[config.mk]
export PLATFORM = sky130hd
export DESIGN_NAME = ika9958_regctrl
export DESIGN_NICKNAME = d
export VERILOG_FILES = /design/src/rtl/ika9958_pkg.sv /design/src/rtl/ika9958_regctrl.sv
export SDC_FILE = /design/constraint.sdc
export NUM_CORES = 1
export LEC_CHECK = 0
export BUFFER_PORTS_ARGS = -buffer_cell sky130_fd_sc_hd__buf_2
export CAP_MARGIN = 0
export CORE_UTILIZATION = 45
export DETAILED_ROUTE_END_ITERATION = 16
export GPL_TIMING_DRIVEN = 0
export HOLD_SLACK_MARGIN = 0.1
export PLACE_DENSITY = 0.68
export SETUP_SLACK_MARGIN = 0.05
export SLEW_MARGIN = 20
export SYNTH_ARGS = -nofsm -noshare
export SYNTH_HDL_FRONTEND = slang
export SYNTH_SLANG_ARGS = --single-unit
[constraint.sdc]
create_clock -name i_EMUCLK -period 7 [get_ports i_EMUCLK]
set_clock_uncertainty 0.15 [all_clocks]
set_input_delay 0.7 -clock i_EMUCLK [delete_from_list [all_inputs] [get_ports i_EMUCLK]]
set_output_delay 0.7 -clock i_EMUCLK [all_outputs]
set_load 0.1 [all_outputs]
[src/rtl/ika9958_pkg.sv]
// ---------------------------------------------------------------------------
// ika9958_pkg
// Shared types and constants for the IKA9958 CPU-side register controller.
//   port_e    : CPU port select encoding (data / control / palette / indirect)
//   state_e   : pointer-increment state machine states
//   strobe_t  : one captured CPU access (used for the pending buffer)
//   REG_*PTR  : register-file indices of the status, palette and indirect
//               pointer registers
// ---------------------------------------------------------------------------
package ika9958_pkg;

  typedef enum logic [1:0] {
    PORT_DATA = 2'd0,
    PORT_CTRL = 2'd1,
    PORT_PAL  = 2'd2,
    PORT_IND  = 2'd3
  } port_e;

  typedef enum logic [1:0] {
    ST_IDLE  = 2'd0,
    ST_INC16 = 2'd1,
    ST_INC17 = 2'd2
  } state_e;

  localparam logic [5:0] REG_STATPTR = 6'd15;
  localparam logic [5:0] REG_PALPTR  = 6'd16;
  localparam logic [5:0] REG_INDPTR  = 6'd17;

  typedef struct packed {
    logic       valid;
    port_e      port;
    logic       wr;     // 1 = write, 0 = read
    logic [7:0] data;
  } strobe_t;

  // Palette pointer advance: 4-bit wrap, upper nibble of R#16 stays zero.
  function automatic logic [7:0] pal_ptr_inc(input logic [3:0] r16);
    logic [3:0] nxt;
    nxt = r16 + 4'd1;
    return {4'd0, nxt};
  endfunction

  // Indirect pointer advance: only the 6-bit target wraps, bits 7:6 kept.
  function automatic logic [7:0] ind_ptr_inc(input logic [7:0] r17);
    logic [5:0] nxt;
    nxt = r17[5:0] + 6'd1;
    return {r17[7:6], nxt};
  endfunction

  // Palette word {G, R, B}: G from the second byte, R/B from the first.
  function automatic logic [8:0] pal_pack(input logic [7:0] p1, input logic [7:0] di);
    return {di[2:0], p1[6:4], p1[2:0]};
  endfunction

endpackage

[src/rtl/ika9958_regctrl.sv]
// ---------------------------------------------------------------------------
// ika9958_regctrl
// CPU port decoder for the IKA9958 register file, VRAM address setup,
// palette and status read paths, with automatic R#16/R#17 pointer advance.
//
// Ports
//   i_EMUCLK   : clock, all state changes on its rising edge
//   i_RST_n    : synchronous active-low reset
//   i_WR/i_RD  : one-cycle CPU write/read strobes (both high = write)
//   i_PORT     : 0 data, 1 control, 2 palette, 3 indirect
//   i_DI       : CPU write data
//   i_R15/16/17: status, palette and indirect pointers from the register file
//   o_REG_*    : register-file write pulse, address, data
//   o_VA_*     : VRAM address setup pulse, address, direction (1 = write)
//   o_PAL_*    : palette write pulse, address, {G,R,B} data
//   o_STAT_*   : status read pulse and register select
//   o_BUSY     : high during the pointer-increment cycle
//
// Every output is registered; an access seen at edge N shows its result
// after edge N. A pointer increment takes the following cycle, during which
// new strobes are parked in a one-entry pending buffer.
// ---------------------------------------------------------------------------
module ika9958_regctrl
  import ika9958_pkg::*;
(
  input  logic        i_EMUCLK,
  input  logic        i_RST_n,
  input  logic        i_WR,
  input  logic        i_RD,
  input  logic [1:0]  i_PORT,
  input  logic [7:0]  i_DI,
  input  logic [3:0]  i_R15,
  input  logic [3:0]  i_R16,
  input  logic [7:0]  i_R17,
  output logic        o_REG_WE,
  output logic [5:0]  o_REG_ADDR,
  output logic [7:0]  o_REG_DATA,
  output logic        o_VA_WE,
  output logic [13:0] o_VA,
  output logic        o_VA_WR,
  output logic        o_PAL_WE,
  output logic [3:0]  o_PAL_ADDR,
  output logic [8:0]  o_PAL_DATA,
  output logic        o_STAT_RD,
  output logic [3:0]  o_STAT_SEL,
  output logic        o_BUSY
);

  // State machine
  state_e  state_reg, state_next;

  // Command path
  strobe_t live;       // access presented on the pins this cycle
  strobe_t cmd;        // access actually executed this cycle
  strobe_t pend_reg, pend_next;

  // Two-byte sequencing for the control and palette ports
  logic       f1_reg, f1_next;
  logic       f2_reg, f2_next;
  logic [7:0] b1_reg, b1_next;
  logic [7:0] p1_reg, p1_next;

  // Output registers
  logic        reg_we_reg,   reg_we_next;
  logic [5:0]  reg_addr_reg, reg_addr_next;
  logic [7:0]  reg_data_reg, reg_data_next;
  logic        va_we_reg,    va_we_next;
  logic [13:0] va_reg,       va_next;
  logic        va_wr_reg,    va_wr_next;
  logic        pal_we_reg,   pal_we_next;
  logic [3:0]  pal_addr_reg, pal_addr_next;
  logic [8:0]  pal_data_reg, pal_data_next;
  logic        stat_rd_reg,  stat_rd_next;
  logic [3:0]  stat_sel_reg, stat_sel_next;
  logic        busy_reg,     busy_next;

  // -------------------------------------------------------------------------
  // Command arbitration. In IDLE a parked access wins over the pins, and any
  // pin access in that same cycle is lost because the buffer is still full.
  // Outside IDLE nothing executes; a pin access is parked if there is room.
  // -------------------------------------------------------------------------
  always_comb begin
    live.valid = i_WR | i_RD;
    live.port  = port_e'(i_PORT);
    live.wr    = i_WR;
    live.data  = i_DI;

    cmd       = '0;
    pend_next = pend_reg;

    if (state_reg == ST_IDLE) begin
      if (pend_reg.valid) begin
        cmd       = pend_reg;
        pend_next = '0;
      end else begin
        cmd = live;
      end
    end else if (!pend_reg.valid) begin
      pend_next = live;
    end
  end

  // -------------------------------------------------------------------------
  // State register
  // -------------------------------------------------------------------------
  always_ff @(posedge i_EMUCLK) begin
    if (!i_RST_n) begin
      state_reg <= ST_IDLE;
    end else begin
      state_reg <= state_next;
    end
  end

  // -------------------------------------------------------------------------
  // Next-state logic. Increment states last one cycle; only a completed
  // palette pair or an auto-incrementing indirect write starts one.
  // -------------------------------------------------------------------------
  always_comb begin
    state_next = ST_IDLE;
    if (cmd.valid && cmd.wr) begin
      case (cmd.port)
        PORT_PAL: begin
          if (f2_reg) begin
            state_next = ST_INC16;
          end
        end
        PORT_IND: begin
          if ((i_R17[5:0] != REG_INDPTR) && !i_R17[7]) begin
            state_next = ST_INC17;
          end
        end
        default: ;
      endcase
    end
  end

  // -------------------------------------------------------------------------
  // Output / datapath logic
  // -------------------------------------------------------------------------
  always_comb begin
    reg_we_next   = 1'b0;
    reg_addr_next = reg_addr_reg;
    reg_data_next = reg_data_reg;
    va_we_next    = 1'b0;
    va_next       = va_reg;
    va_wr_next    = va_wr_reg;
    pal_we_next   = 1'b0;
    pal_addr_next = pal_addr_reg;
    pal_data_next = pal_data_reg;
    stat_rd_next  = 1'b0;
    stat_sel_next = stat_sel_reg;
    f1_next       = f1_reg;
    f2_next       = f2_reg;
    b1_next       = b1_reg;
    p1_next       = p1_reg;
    busy_next     = (state_next != ST_IDLE);

    case (state_reg)
      ST_INC16: begin
        reg_we_next   = 1'b1;
        reg_addr_next = REG_PALPTR;
        reg_data_next = pal_ptr_inc(i_R16);
      end

      ST_INC17: begin
        reg_we_next   = 1'b1;
        reg_addr_next = REG_INDPTR;
        reg_data_next = ind_ptr_inc(i_R17);
      end

      default: begin
        if (cmd.valid) begin
          case (cmd.port)
            PORT_DATA: begin
              // Data-port traffic resynchronises the control-port byte pair.
              f1_next = 1'b0;
            end

            PORT_CTRL: begin
              if (cmd.wr) begin
                if (!f1_reg) begin
                  b1_next = cmd.data;
                  f1_next = 1'b1;
                end else begin
                  f1_next = 1'b0;
                  if (cmd.data[7:6] == 2'b10) begin
                    reg_we_next   = 1'b1;
                    reg_addr_next = cmd.data[5:0];
                    reg_data_next = b1_reg;
                  end else if (!cmd.data[7]) begin
                    va_we_next = 1'b1;
                    va_next    = {cmd.data[5:0], b1_reg};
                    va_wr_next = cmd.data[6];
                  end
                end
              end else begin
                f1_next       = 1'b0;
                stat_rd_next  = 1'b1;
                stat_sel_next = i_R15;
              end
            end

            PORT_PAL: begin
              if (cmd.wr) begin
                if (!f2_reg) begin
                  p1_next = cmd.data;
                  f2_next = 1'b1;
                end else begin
                  f2_next       = 1'b0;
                  pal_we_next   = 1'b1;
                  pal_addr_next = i_R16;
                  pal_data_next = pal_pack(p1_reg, cmd.data);
                end
              end
            end

            PORT_IND: begin
              // Target 17 would let the CPU rewrite the pointer it is using.
              if (cmd.wr && (i_R17[5:0] != REG_INDPTR)) begin
                reg_we_next   = 1'b1;
                reg_addr_next = i_R17[5:0];
                reg_data_next = cmd.data;
              end
            end

            default: ;
          endcase
        end
      end
    endcase
  end

  // -------------------------------------------------------------------------
  // Datapath and output registers
  // -------------------------------------------------------------------------
  always_ff @(posedge i_EMUCLK) begin
    if (!i_RST_n) begin
      pend_reg     <= '0;
      f1_reg       <= 1'b0;
      f2_reg       <= 1'b0;
      b1_reg       <= 8'd0;
      p1_reg       <= 8'd0;
      reg_we_reg   <= 1'b0;
      reg_addr_reg <= 6'd0;
      reg_data_reg <= 8'd0;
      va_we_reg    <= 1'b0;
      va_reg       <= 14'd0;
      va_wr_reg    <= 1'b0;
      pal_we_reg   <= 1'b0;
      pal_addr_reg <= 4'd0;
      pal_data_reg <= 9'd0;
      stat_rd_reg  <= 1'b0;
      stat_sel_reg <= 4'd0;
      busy_reg     <= 1'b0;
    end else begin
      pend_reg     <= pend_next;
      f1_reg       <= f1_next;
      f2_reg       <= f2_next;
      b1_reg       <= b1_next;
      p1_reg       <= p1_next;
      reg_we_reg   <= reg_we_next;
      reg_addr_reg <= reg_addr_next;
      reg_data_reg <= reg_data_next;
      va_we_reg    <= va_we_next;
      va_reg       <= va_next;
      va_wr_reg    <= va_wr_next;
      pal_we_reg   <= pal_we_next;
      pal_addr_reg <= pal_addr_next;
      pal_data_reg <= pal_data_next;
      stat_rd_reg  <= stat_rd_next;
      stat_sel_reg <= stat_sel_next;
      busy_reg     <= busy_next;
    end
  end

  assign o_REG_WE   = reg_we_reg;
  assign o_REG_ADDR = reg_addr_reg;
  assign o_REG_DATA = reg_data_reg;
  assign o_VA_WE    = va_we_reg;
  assign o_VA       = va_reg;
  assign o_VA_WR    = va_wr_reg;
  assign o_PAL_WE   = pal_we_reg;
  assign o_PAL_ADDR = pal_addr_reg;
  assign o_PAL_DATA = pal_data_reg;
  assign o_STAT_RD  = stat_rd_reg;
  assign o_STAT_SEL = stat_sel_reg;
  assign o_BUSY     = busy_reg;

endmodule

* Word level (Yosys, flattened, before mapping)
Index checks and enable logic that the tools add are counted.
Cells by class: bitwise gates (word level) 11, reduce and logical (&&, ||, !) cells 22, muxes and demuxes 36, $add $sub $neg 2, eq/ne operators 12
Operators by type and width (number):
- 8-bit two-way mux | 5
- 12-bit two-way mux | 3
- 8-bit case mux with 2 select lines | 2
- 6-bit two-way mux | 5
- 6-bit case mux with 2 select lines | 2
- 5-bit AND reduction | 3
- 1-bit two-way mux | 13
- 4-bit inequality test, second input constant | 3
- 11-bit two-way mux | 1
- 1-bit NOT | 10
- 2-bit equality test, second input constant | 4
- 4-bit AND reduction | 2
- 8-bit OR reduction | 1
- 7-bit AND reduction | 1
- 6-bit by 1-bit adder with 6-bit output, second input constant | 1
- 6-bit by 5-bit inequality test with 1-bit output, second input constant | 1
- 6-bit AND reduction | 1
- 6-bit OR reduction | 1
- 5-bit OR reduction | 1
- 4-bit by 1-bit adder with 4-bit output, second input constant | 1
- 2-bit by 1-bit equality test with 1-bit output, second input constant | 2
- 2-bit zero test | 2
- 2-bit two-way mux | 2
- 4-bit by 2-bit inequality test with 1-bit output, second input constant | 1
- other kinds (11) | 15
Storage, ports and cells: register bits after elaboration 82, word-level logic and storage cells 104, output and inout bits 51, input port bits 30

* Longest topological paths before layout
Gate-level depths: netlist of the first run.
word-level depth 10, mapped depth 10, mapped depth without buffers 8

* Worst setup path after synthesis of the first run
OpenSTA, ideal clock, no wires.
kind flip-flop to flip-flop, start point register state_reg[0], end point register pal_addr_reg[0], in the netlist o_PAL_ADDR[0], setup slack 4.657 ns, path buffers 3, library setup time 0.128 ns, clock period less this slack 2.343 ns, required time 6.722 ns, cell stages (with the launch flop) 11, data arrival time 2.066 ns, cells stage by stage dfxtp_1 inv_1 ha_1 buf_1 nand2b_1 or3_4 or2_1 buf_2 buf_6 mux2i_1 nor2_1
Between the ends: longest elaborated chain between the ends 4, elaborated cells between the ends (all ways) 8, those cells by class 3 x eq/ne; 1 x mux; 1 x bitwise; 3 x reduce/logical
Ends and longest elaborated chain:
- start: declaration | RTL line ika9958_regctrl.sv:50 | state_e state_reg, state_next;
- start signal: assignment | RTL line ika9958_regctrl.sv:110 | state_reg <= state_next;
- 2-bit zero test, or another cell as far along | RTL line ika9958_regctrl.sv:91 | if (state_reg == ST_IDLE) begin
- 12-bit two-way mux or 2-bit OR reduction (tied branches)
- 2-bit equality test or 1-bit NOT (tied branches)
- 5-bit AND reduction (no line) (*)
- end signal: assignment | RTL line ika9958_regctrl.sv:268 | pal_addr_reg <= pal_addr_next;
- end: declaration | RTL line ika9958_regctrl.sv:71 | logic [3:0] pal_addr_reg, pal_addr_next;
Every way passes the cells marked *; elsewhere a longest branch is shown, timed or not. A chain may end at the register's enable or synchronous reset.

* Final worst setup path of the first run
start point register state_reg[0], end point register reg_data_reg[4], in the netlist o_REG_DATA[4]
Between the ends: longest elaborated chain between the ends 6, elaborated cells between the ends (all ways) 19, those cells by class 9 x eq/ne; 5 x mux; 5 x reduce/logical
Ends and longest elaborated chain:
- 2-bit zero test | RTL line ika9958_regctrl.sv:91
- 12-bit two-way mux | RTL line ika9958_regctrl.sv:91
- 2-bit equality test, or another cell as far along | RTL line ika9958_regctrl.sv:173 | case (cmd.port)
- 8-bit case mux with 2 select lines | RTL line ika9958_regctrl.sv:173
- 8-bit two-way mux | RTL line ika9958_regctrl.sv:172 | if (cmd.valid) begin
- 8-bit case mux with 2 select lines | RTL line ika9958_regctrl.sv:158 | case (state_reg)
- end signal: assignment | RTL line ika9958_regctrl.sv:263 | reg_data_reg <= reg_data_next;
- end: declaration | RTL line ika9958_regctrl.sv:66 | logic [7:0] reg_data_reg, reg_data_next;
Several ways; a longest one is shown, not always the timed one. The select of a mux whose other input is x is not followed.

==> results.cfg, run 1 <==
[detailed_routing]
drtIter0Drc = 150
first_pass_iters = 4
vias = 3130
wirelength_mm = 9.458
via_per_inst = 5.305
drc_errors = 0
ant_nets = 0
avgRoutedWirePerCell_um = 16.03

[clock_tree]
cts.sinks = 81
cts_tree = yes
cts_buffers = 9
h-tree-depth = 3
clkTransAtPathRegs_ns = 0.08
clockBufferDepth = 2
hold_buffers = 0
cts_setup_buffers = 0
post_cts_resized = 0
clkLatencyLatePin_ns = 0.35
root_buffer = clkbuf_8

[setup_path]
crit_arrival_ns = 2.83
critPathRequiredTime_ns = 7.10
cp-end-kind = flop
worstSetupPathType = reg -> reg
crit_path_start_kind = flop
cp_max_fo = 10

[die]
io_pins = 81
die_w_um = 92.14
die_h_um = 92.14
initial_core_util_pct = 46.83
core_area_mm2 = 0.007807
die_area_mm2 = 0.008489
rows = 32

[global_routing]
grt_pass1_wl_mm = 15.08
grt_max_degree = 15
grt.total_usage_pct = 23.38
antenna_found_initial = 0
gr-total-overflow = 0
grt_pass1_vias = 3052

[sta]
report.final.setup_viol = 0
final.setup.tns_ns = 0
finalCritPeriodShare_pct = 38.99
post-route-min-period_ns = 2.729
max-slew-margin-rel_pct = 52.86
hold_violations = 0
worst_slack_ns = 4.271
clock.fmax_mhz = 366.4
worst_pin_slew_ns = 0.6874
rsz0062_at_grt = no
holdWs_ns = 0.3211
slew_viol_final = 0

[logic_synthesis]
synth-compound-area-share_pct = 10.13
synthAdderAreaFrac_pct = 2.396
syn_area_per_cell_um2 = 9.327
synth-async-reset-ratio_pct = 0
synth_cell_types = 48
yosysWarningCount = 0
synth-seq-cells = 81
synthTopCellsByArea = dfxtp_1, mux2i_1, nor2_1
synth_edf_count = 0
synth.top_cell.area_share_pct = 44.35
synth-seq-area-share_pct = 44.35
synth_top_family_by_area = multiplexers
syn_area_mm2 = 0.003656
synthSimpleGateAreaFrac_pct = 17.86
syn_nets = 429
synthMuxAreaShare_pct = 19.47
synth_top_area_cell = dfxtp_1
syn_inst = 392
yosys_most_used_dff = dfxtp_1
synth-xor-area-share_pct = 1.677

[pwr]
power_density_mw_per_mm2 = 227.4
seqPwrFrac_pct = 47.8
pwr-share-clk_pct = 36.2
vdd_drop_max_mv = 0.1316
p_leak_nw = 1.986
fin_total_pwr_w = 0.001001
p_switching_w = 0.0003009
internal-power_w = 0.0007003
switching_share_pct = 30.06
pwr-share-comb_pct = 16.0

[final_layout]
nets = 520
utilization_pct = 56.39
largest_register_ffs = 14
antennaDiodeCount = 0
synthToLayoutAreaGrowth_pct = 20.43
drive_above_1_share_pct = 23.77

[hold_path]
hp-class = reg -> reg

[flow_run]
cap_violations = 0

[placement]
dp_hpwl_mm = 6.937
place_congestion = 0.9487
placement.setup.worst_slack_ns = 4.232
io_buffer_count = 80

[status]
run_status = complete, no violations
cells by family (layout without fill, tap and decap cells):
group / Yosys count / count (layout)
AND/OR/NAND/NOR: 141 / 141
AO/OA/AOI/OAI: 52 / 52
XOR/XNOR: 7 / 7
adder cells (fa/ha/maj): 7 / 7
buffers and inverters: 33 / 129
flip-flops: 81 / 81
multiplexers: 71 / 71
synthesized netlist by cell type, types with 4 or more instances:
cell type	count
nand2_1	9
nor3b_1	4
inv_1	8
xnor2_1	4
clkbuf_1	13
nor2_1	90
o21ai_0	5
a21oi_1	9
buf_2	6
mux2i_1	70
ha_1	7
a211oi_1	6
nand2b_1	5
nor3_1	5
a22oi_1	10
nand3_1	7
o21ai_1	7
dfxtp_1	81
critical path: stages (launching register included):
cell,delay [ns]
dfxtp_1,0.33
inv_1,0.10
ha_1,0.21
clkbuf_1,0.38
nand2_1,0.21
o311a_1,0.34
a211oi_2,0.27
buf_4,0.27
o221ai_1,0.18
o211a_1,0.17
per-stage QoR:
step | std cells | area [µm²]
after floorplan | 392 | 3656
after global placement | 574 | 4184
after detailed placement | 574 | 4184
after CTS | 590 | 4398
after global routing | 590 | 4403
final | 590 | 4403
power by group through the flow:
stage / registers [W] / clock network (W) / logic (W)
6_report: 0.000479 / 0.000362 / 0.000160
5_1_grt: 0.000480 / 0.000390 / 0.000170
4_1_cts: 0.000479 / 0.000371 / 0.000159
3_5_place_dp: 0.000489 / 0 / 0.000159
3_3_place_gp: 0.000489 / 0 / 0.000157
2_1_floorplan: 0.000542 / 0 / 0.0000635
worst paths after layout:
kind | start | end | slack, ns | depth (start not counted)
min | o_REG_DATA[1] | o_REG_DATA[1] | 0.32 | 2
max reg2reg | state_reg[0] | o_REG_DATA[4] | 4.27 | 9
max | state_reg[0] | o_REG_DATA[4] | 4.27 | 9
min reg2reg | o_REG_DATA[1] | o_REG_DATA[1] | 0.32 | 2
placed cells by master, fill, tap and decap left out, drive strengths merged, types with 4 or more instances in the layout:
master	instances
xnor2	4
buf	91
o21ai	12
inv	9
clkbuf	24
a21oi	9
ha	7
nand3	7
nor3b	4
nand2b	6
a22oi	10
dfxtp	81
mux2i	70
nand2	9
a211oi	10
nor3	5
nor2	91
layer usage:
metal	vias to the layer above	GRT usage [%]	part of all wire [%]
met5	-	0	0
met3	6	7.546	6.0
met1	1501	29.61	46
li1	1537	-	-
met4	0	7.031	0.63
met2	86	37.81	48
area by class of cell:
| type | count | area (µm²) |
|---|---|---|
| repair buffers | 80 | 400.4 |
| well taps | 102 | 127.6 |
| multi-input cells | 278 | 1889 |
| inverters | 9 | 33.78 |
| clock inverters | 5 | 62.56 |
| plain buffers | 24 | 116.4 |
| clock buffers | 11 | 151.4 |
| flip-flops and latches | 81 | 1622 |
| fillers | 719 | 3405 |
Power figures use the tool's default switching activity.
==> run 2: changes to the inputs <==
ABC_AREA = 1   (was default)
clock period = 2.7 ns   (was 7 ns; I/O delays follow)
==> results.cfg, run 2 <==
[setup_path]
cp-end-kind = flop
worstSetupPathType = reg -> reg
cp_max_fo = 10
cp_slowest_cell = dfxtp_1
worst_path_largest_cell_delay_ns = 0.33
crit_arrival_ns = 2.31
critical_path.reg2reg.startpoint = state_reg[0]
rrSetupSlack_ns = 0.49
crit_path_start_kind = flop
r2r_end = b1_reg[1]
r2r_cells = 9
cp_cell_sequence = inv_1 -> ha_1 -> buf_4 -> nand2_1 -> nor2_1 -> nand3_1 -> buf_2 -> o21ai_1 -> a21oi_1
cp-endpoint = b1_reg[1]
crit_start = state_reg[0]
critPathRequiredTime_ns = 2.80

[placement]
dp_hpwl_mm = 7.669
place_congestion = 0.9587
io_buffer_count = 80
place_area_mm2 = 0.004473
placement.setup.worst_slack_ns = 0.5653

[sta]
holdWs_ns = 0.1098
report.final.setup_viol = 0
slew_viol_final = 0
max-slew-margin-rel_pct = 64.86
finalCritPeriodShare_pct = 82.00
post-route-min-period_ns = 2.214
worst_pin_slew_ns = 0.5271
worst_slack_ns = 0.4860
final.setup.tns_ns = 0
hold_violations = 0
rsz0062_at_grt = no
clock.fmax_mhz = 451.7

[status]
run_status = complete, no violations

[global_routing]
gr-total-overflow = 0
antenna_found_initial = 0
grt_max_degree = 17
grt_pass1_wl_mm = 16.95
grt.total_usage_pct = 24.54
grt_pass1_vias = 3572

[logic_synthesis]
synth-seq-cells = 81
yosysWarningCount = 0
synth-seq-area-share_pct = 41.14
synthMuxAreaShare_pct = 0
synth_edf_count = 0
yosysMostFrequentCell = nand2_1
syn_area_mm2 = 0.003941
syn_area_per_cell_um2 = 6.890
synth-compound-area-share_pct = 14.22
syn_nets = 609
syn_inst = 572
synth-async-reset-ratio_pct = 0
synth_cell_types = 34
yosys_most_used_dff = dfxtp_1
synth.top_cell.area_share_pct = 41.14
synth_top_family_by_area = simple AND/OR/NAND/NOR gates
synth-xor-area-share_pct = 0
synthAdderAreaFrac_pct = 2.222
synthSimpleGateAreaFrac_pct = 31.56
synthTopCellsByCount = nand2_1, dfxtp_1, nor2_1
synth_top_area_cell = dfxtp_1
synthTopCellsByArea = dfxtp_1, nand2_1, nor2_1

[pwr]
pwr-share-comb_pct = 20.7
p_leak_nw = 2.383
internal-power_w = 0.001821
seqPwrFrac_pct = 45.1
vdd_drop_max_mv = 0.3038
power_density_mw_per_mm2 = 584.1
pwr-share-clk_pct = 34.2
p_switching_w = 0.0009664
switching_share_pct = 34.67

[die]
core_area_mm2 = 0.008341
initial_core_util_pct = 47.25
die_w_um = 95.59
die_area_mm2 = 0.009136
rows = 33
io_pins = 81
die_h_um = 95.59

[final_layout]
synthToLayoutAreaGrowth_pct = 21.08
drive_above_1_share_pct = 22.45
utilization_pct = 57.22
layout_common_cells = nand2_1, buf_2, dfxtp_1, nor2_1, inv_1
n_fill_cell = 833
final_area_mm2 = 0.004772
antennaDiodeCount = 0
final_common_cell = nand2_1
largest_register_ffs = 14
nets = 709

[clock_tree]
cts.sinks = 81
cts_setup_buffers = 0
cts_tree = yes
cts_buffers = 9
h-tree-depth = 3
clkTransAtPathRegs_ns = 0.09
post_cts_resized = 0
hold_buffers = 8
clockBufferDepth = 2
clkLatencyLatePin_ns = 0.36
root_buffer = clkbuf_8

[detailed_routing]
drc_errors = 0
via_per_inst = 5.069
ant_nets = 0
drtIter0Drc = 228
wirelength_mm = 10.59
vias = 3964
avgRoutedWirePerCell_um = 13.55
first_pass_iters = 5

[hold_path]
min_path_cells = 5
hp-class = in -> reg
min-delay-start = i_R17[6]

[flow_run]
cap_violations = 0
==> run 2: cell types whose count changed after synthesis, moves of 6 or more <==
cell	previous run	this run
nand2_1	9	139
mux2i_1	70	0
inv_1	8	61
a21oi_1	9	53
nand3_1	7	40
o21ai_0	5	27
nor2_1	90	74
a22oi_1	10	0
a21oi_2	0	7
o21ai_1	7	14
a211oi_1	6	0
clkbuf_1	13	7
inv_2	0	6
nand2_2	0	6
==> run 2: layout make-up <==
class                           instances  area [µm²]  area share [%]
Buffer                                 28       167.7           3.513
Clock buffer                            9       123.9           2.596
Clock inverter                          7       85.08           1.783
Inverter                               68       260.3           5.454
Multi-Input combinational cell        395        1892           39.64
Sequential cell                        81        1622           33.98
Tap cell                              105       131.4           2.753
Timing Repair Buffer                   89       490.5           10.28
==> run 2: worst min path at each step <==
stage	end	slack, ns
2_1_floorplan	state_reg[1]	0.21
3_3_place_gp	o_STAT_SEL[1]	0.28
3_5_place_dp	o_STAT_SEL[2]	0.29
4_1_cts	o_PAL_ADDR[0]	0.10
5_1_grt	pend_reg[6]	0.15
6_report	o_REG_DATA[6]	0.11
==> run 2: stage by stage <==
step | cells | total power [W]
floorplan | 572 | 0.001721
global placement | 757 | 0.001842
detailed placement | 757 | 0.001846
CTS | 781 | 0.002794
global route | 782 | 0.002920
finish | 782 | 0.002788
==> run 2: worst max-delay path, delay by kind of cell (launching register included) <==
kind            cells  cell delay [ns]
flops               1             0.33
simple gates        3             0.50
compound gates      2             0.21
fa+ha+maj           1             0.30
buf+inv             3             0.60
==> run 2: cells by family after synthesis <==
kind of cell    after synthesis
compound gates              105
buf+inv                      96
fa+ha+maj                     7
simple gates                283
flops                        81
==> run 2: power groups by stage <==
stage / Sequential (W) / Combinational [W] / Clock (W)
2_1_floorplan: 0.00149 / 0.000230 / 0
6_report: 0.00126 / 0.000577 / 0.000955
5_1_grt: 0.00126 / 0.000624 / 0.00103
4_1_cts: 0.00126 / 0.000572 / 0.000965
3_3_place_gp: 0.00128 / 0.000559 / 0
3_5_place_dp: 0.00128 / 0.000562 / 0
==> run 2: layer usage <==
layer  vias to the layer above  track usage, %  routed length [µm]
met4                         0           8.458                 160
met3                        12           4.306                 558
met5                         -               0                   0
li1                       2012               -                   -
met1                      1801           32.32                4830
met2                       139           40.30                5044
==> run 3: changes to the inputs <==
PLACE_DENSITY = 0.7   (was 0.68)
clock period = 1.9 ns   (was 2.7 ns; I/O delays follow)
==> results.cfg, run 3 (synthesis results as in run 2) <==
[detailed_routing]
via_per_inst = 5.228
drtIter0Drc = 281
wirelength_mm = 11.59
first_pass_iters = 5
ant_nets = 0
drc_errors = 0
avgRoutedWirePerCell_um = 14.36
vias = 4219

[global_routing]
grt.total_usage_pct = 25.29
grt_pass1_wl_mm = 17.51
gr-total-overflow = 0
grt_pass1_vias = 3668
antenna_found_initial = 0
grt_max_degree = 15

[sta]
hold_violations = 0
rsz0062_at_grt = yes
finalCritPeriodShare_pct = 99.91
slew_viol_final = 0
clock.fmax_mhz = 526.8
worst_pin_slew_ns = 0.5102
report.final.setup_viol = 0
max-slew-margin-rel_pct = 65.99
worst_slack_ns = 0.001712
post-route-min-period_ns = 1.898

[final_layout]
final_common_cell = nand2_1
nets = 734
n_fill_cell = 759
drive_above_1_share_pct = 31.34
largest_register_ffs = 14
seq_area_mm2 = 0.001625
multi_input_area_mm2 = 0.002098
antennaDiodeCount = 0
layout_common_cells = nand2_1, buf_2, dfxtp_1, nor2_1, inv_1
utilization_pct = 64.00
synthToLayoutAreaGrowth_pct = 35.43

[pwr]
p_leak_nw = 2.570
vdd_drop_max_mv = 0.3891
power_density_mw_per_mm2 = 800.1

[die]
die_area_mm2 = 0.009136
io_pins = 81
initial_core_util_pct = 47.25
die_w_um = 95.59
die_h_um = 95.59
rows = 33
core_area_mm2 = 0.008341

[clock_tree]
clkLatencyLatePin_ns = 0.36
h-tree-depth = 3
clkTransAtPathRegs_ns = 0.08
cts_tree = yes
cts_buffers = 9
cts.sinks = 81
clockBufferDepth = 2
root_buffer = clkbuf_8

[setup_path]
crit_path_start_kind = flop
critPathRequiredTime_ns = 2.00
rrSetupSlack_ns = 0.002
cp_max_fo = 7
crit_arrival_ns = 2.00
cp-end-kind = flop
worstSetupPathType = reg -> reg

[placement]
place_congestion = 0.9087
io_buffer_count = 80
dp_hpwl_mm = 7.832
placement.setup.worst_slack_ns = -0.2524

[status]
run_status = complete, no violations

[flow_run]
cap_violations = 0

[hold_path]
hp-class = in -> reg
run 3: changes by cell type in the layout (fill, tap and decap cells not counted), moves of 9 or more:
cell,before,now
buf_4,3,16
nand2_1,139,130
buf_6,5,14
nor2_1,74,63
run 3: power breakdown:
group          switching [W]  leakage, nW  internal, W
clock               0.000666        0.117     0.000881
combinational       0.000678         1.79     0.000257
sequential         0.0000298        0.659      0.00176
total                0.00137         2.57      0.00290
run 3: what timing repair did:
item | 4_1_cts | 5_1_grt
hold buffers | 15 | 0
endpoints found under the hold margin | 19 | 0
setup endpoints to repair | 70 | 58
pin swaps | 5 | 20
buffers inserted | 4 | 14
gates cloned | 1 | 1
resized for setup | 32 | 73
run 3: routing by layer:
layer,wire length (µm),GRT usage (%)
met3,792,4.147
met5,0,0
met1,4902,32.20
met2,5463,41.31
met4,431,12.44
run 3: area by class of cell:
type / instances / share of cell area, %
Clock buffer: 10 / 2.391
Inverter: 68 / 5.298
Sequential cell: 81 / 30.45
Multi-Input combinational cell: 395 / 39.31
Buffer: 27 / 4.008
Timing Repair Buffer: 115 / 13.92
Tap cell: 105 / 2.461
Clock inverter: 6 / 2.157
run 3: worst max-delay path, stage by stage (launching register included):
cell and delay (ns):
dfxtp_2 0.35, inv_4 0.08, ha_4 0.18, buf_6 0.15, nand2_4 0.05, nor2_4 0.14, nand3_4 0.10, nor2_4 0.24
buf_8 0.18, buf_12 0.12, a21oi_2 0.05
run 3: final timing paths:
| check | startpoint | end | cells past startpoint |
|---|---|---|---|
| setup / recovery | state_reg[0] | o_PAL_ADDR[3] | 10 |
| hold reg to reg | o_STAT_SEL[3] | o_STAT_SEL[3] | 2 |
| setup reg to reg | state_reg[0] | o_PAL_ADDR[3] | 10 |
| hold / removal | i_WR | pend_reg[11] | 5 |
run 3: per-stage QoR:
stage	TNS, ns	instance area, µm²	power, W	cells	hold WS, ns
2_1_floorplan	0	3949	0.002448	572	0.1257
3_3_place_gp	-3.826	4481	0.002618	757	0.2683
3_5_place_dp	-5.812	4481	0.002625	757	0.2687
4_1_cts	0	5012	0.004204	793	0.1003
5_1_grt	-1.354	5338	0.004421	807	0.1451
6_report	0	5338	0.004271	807	0.1168
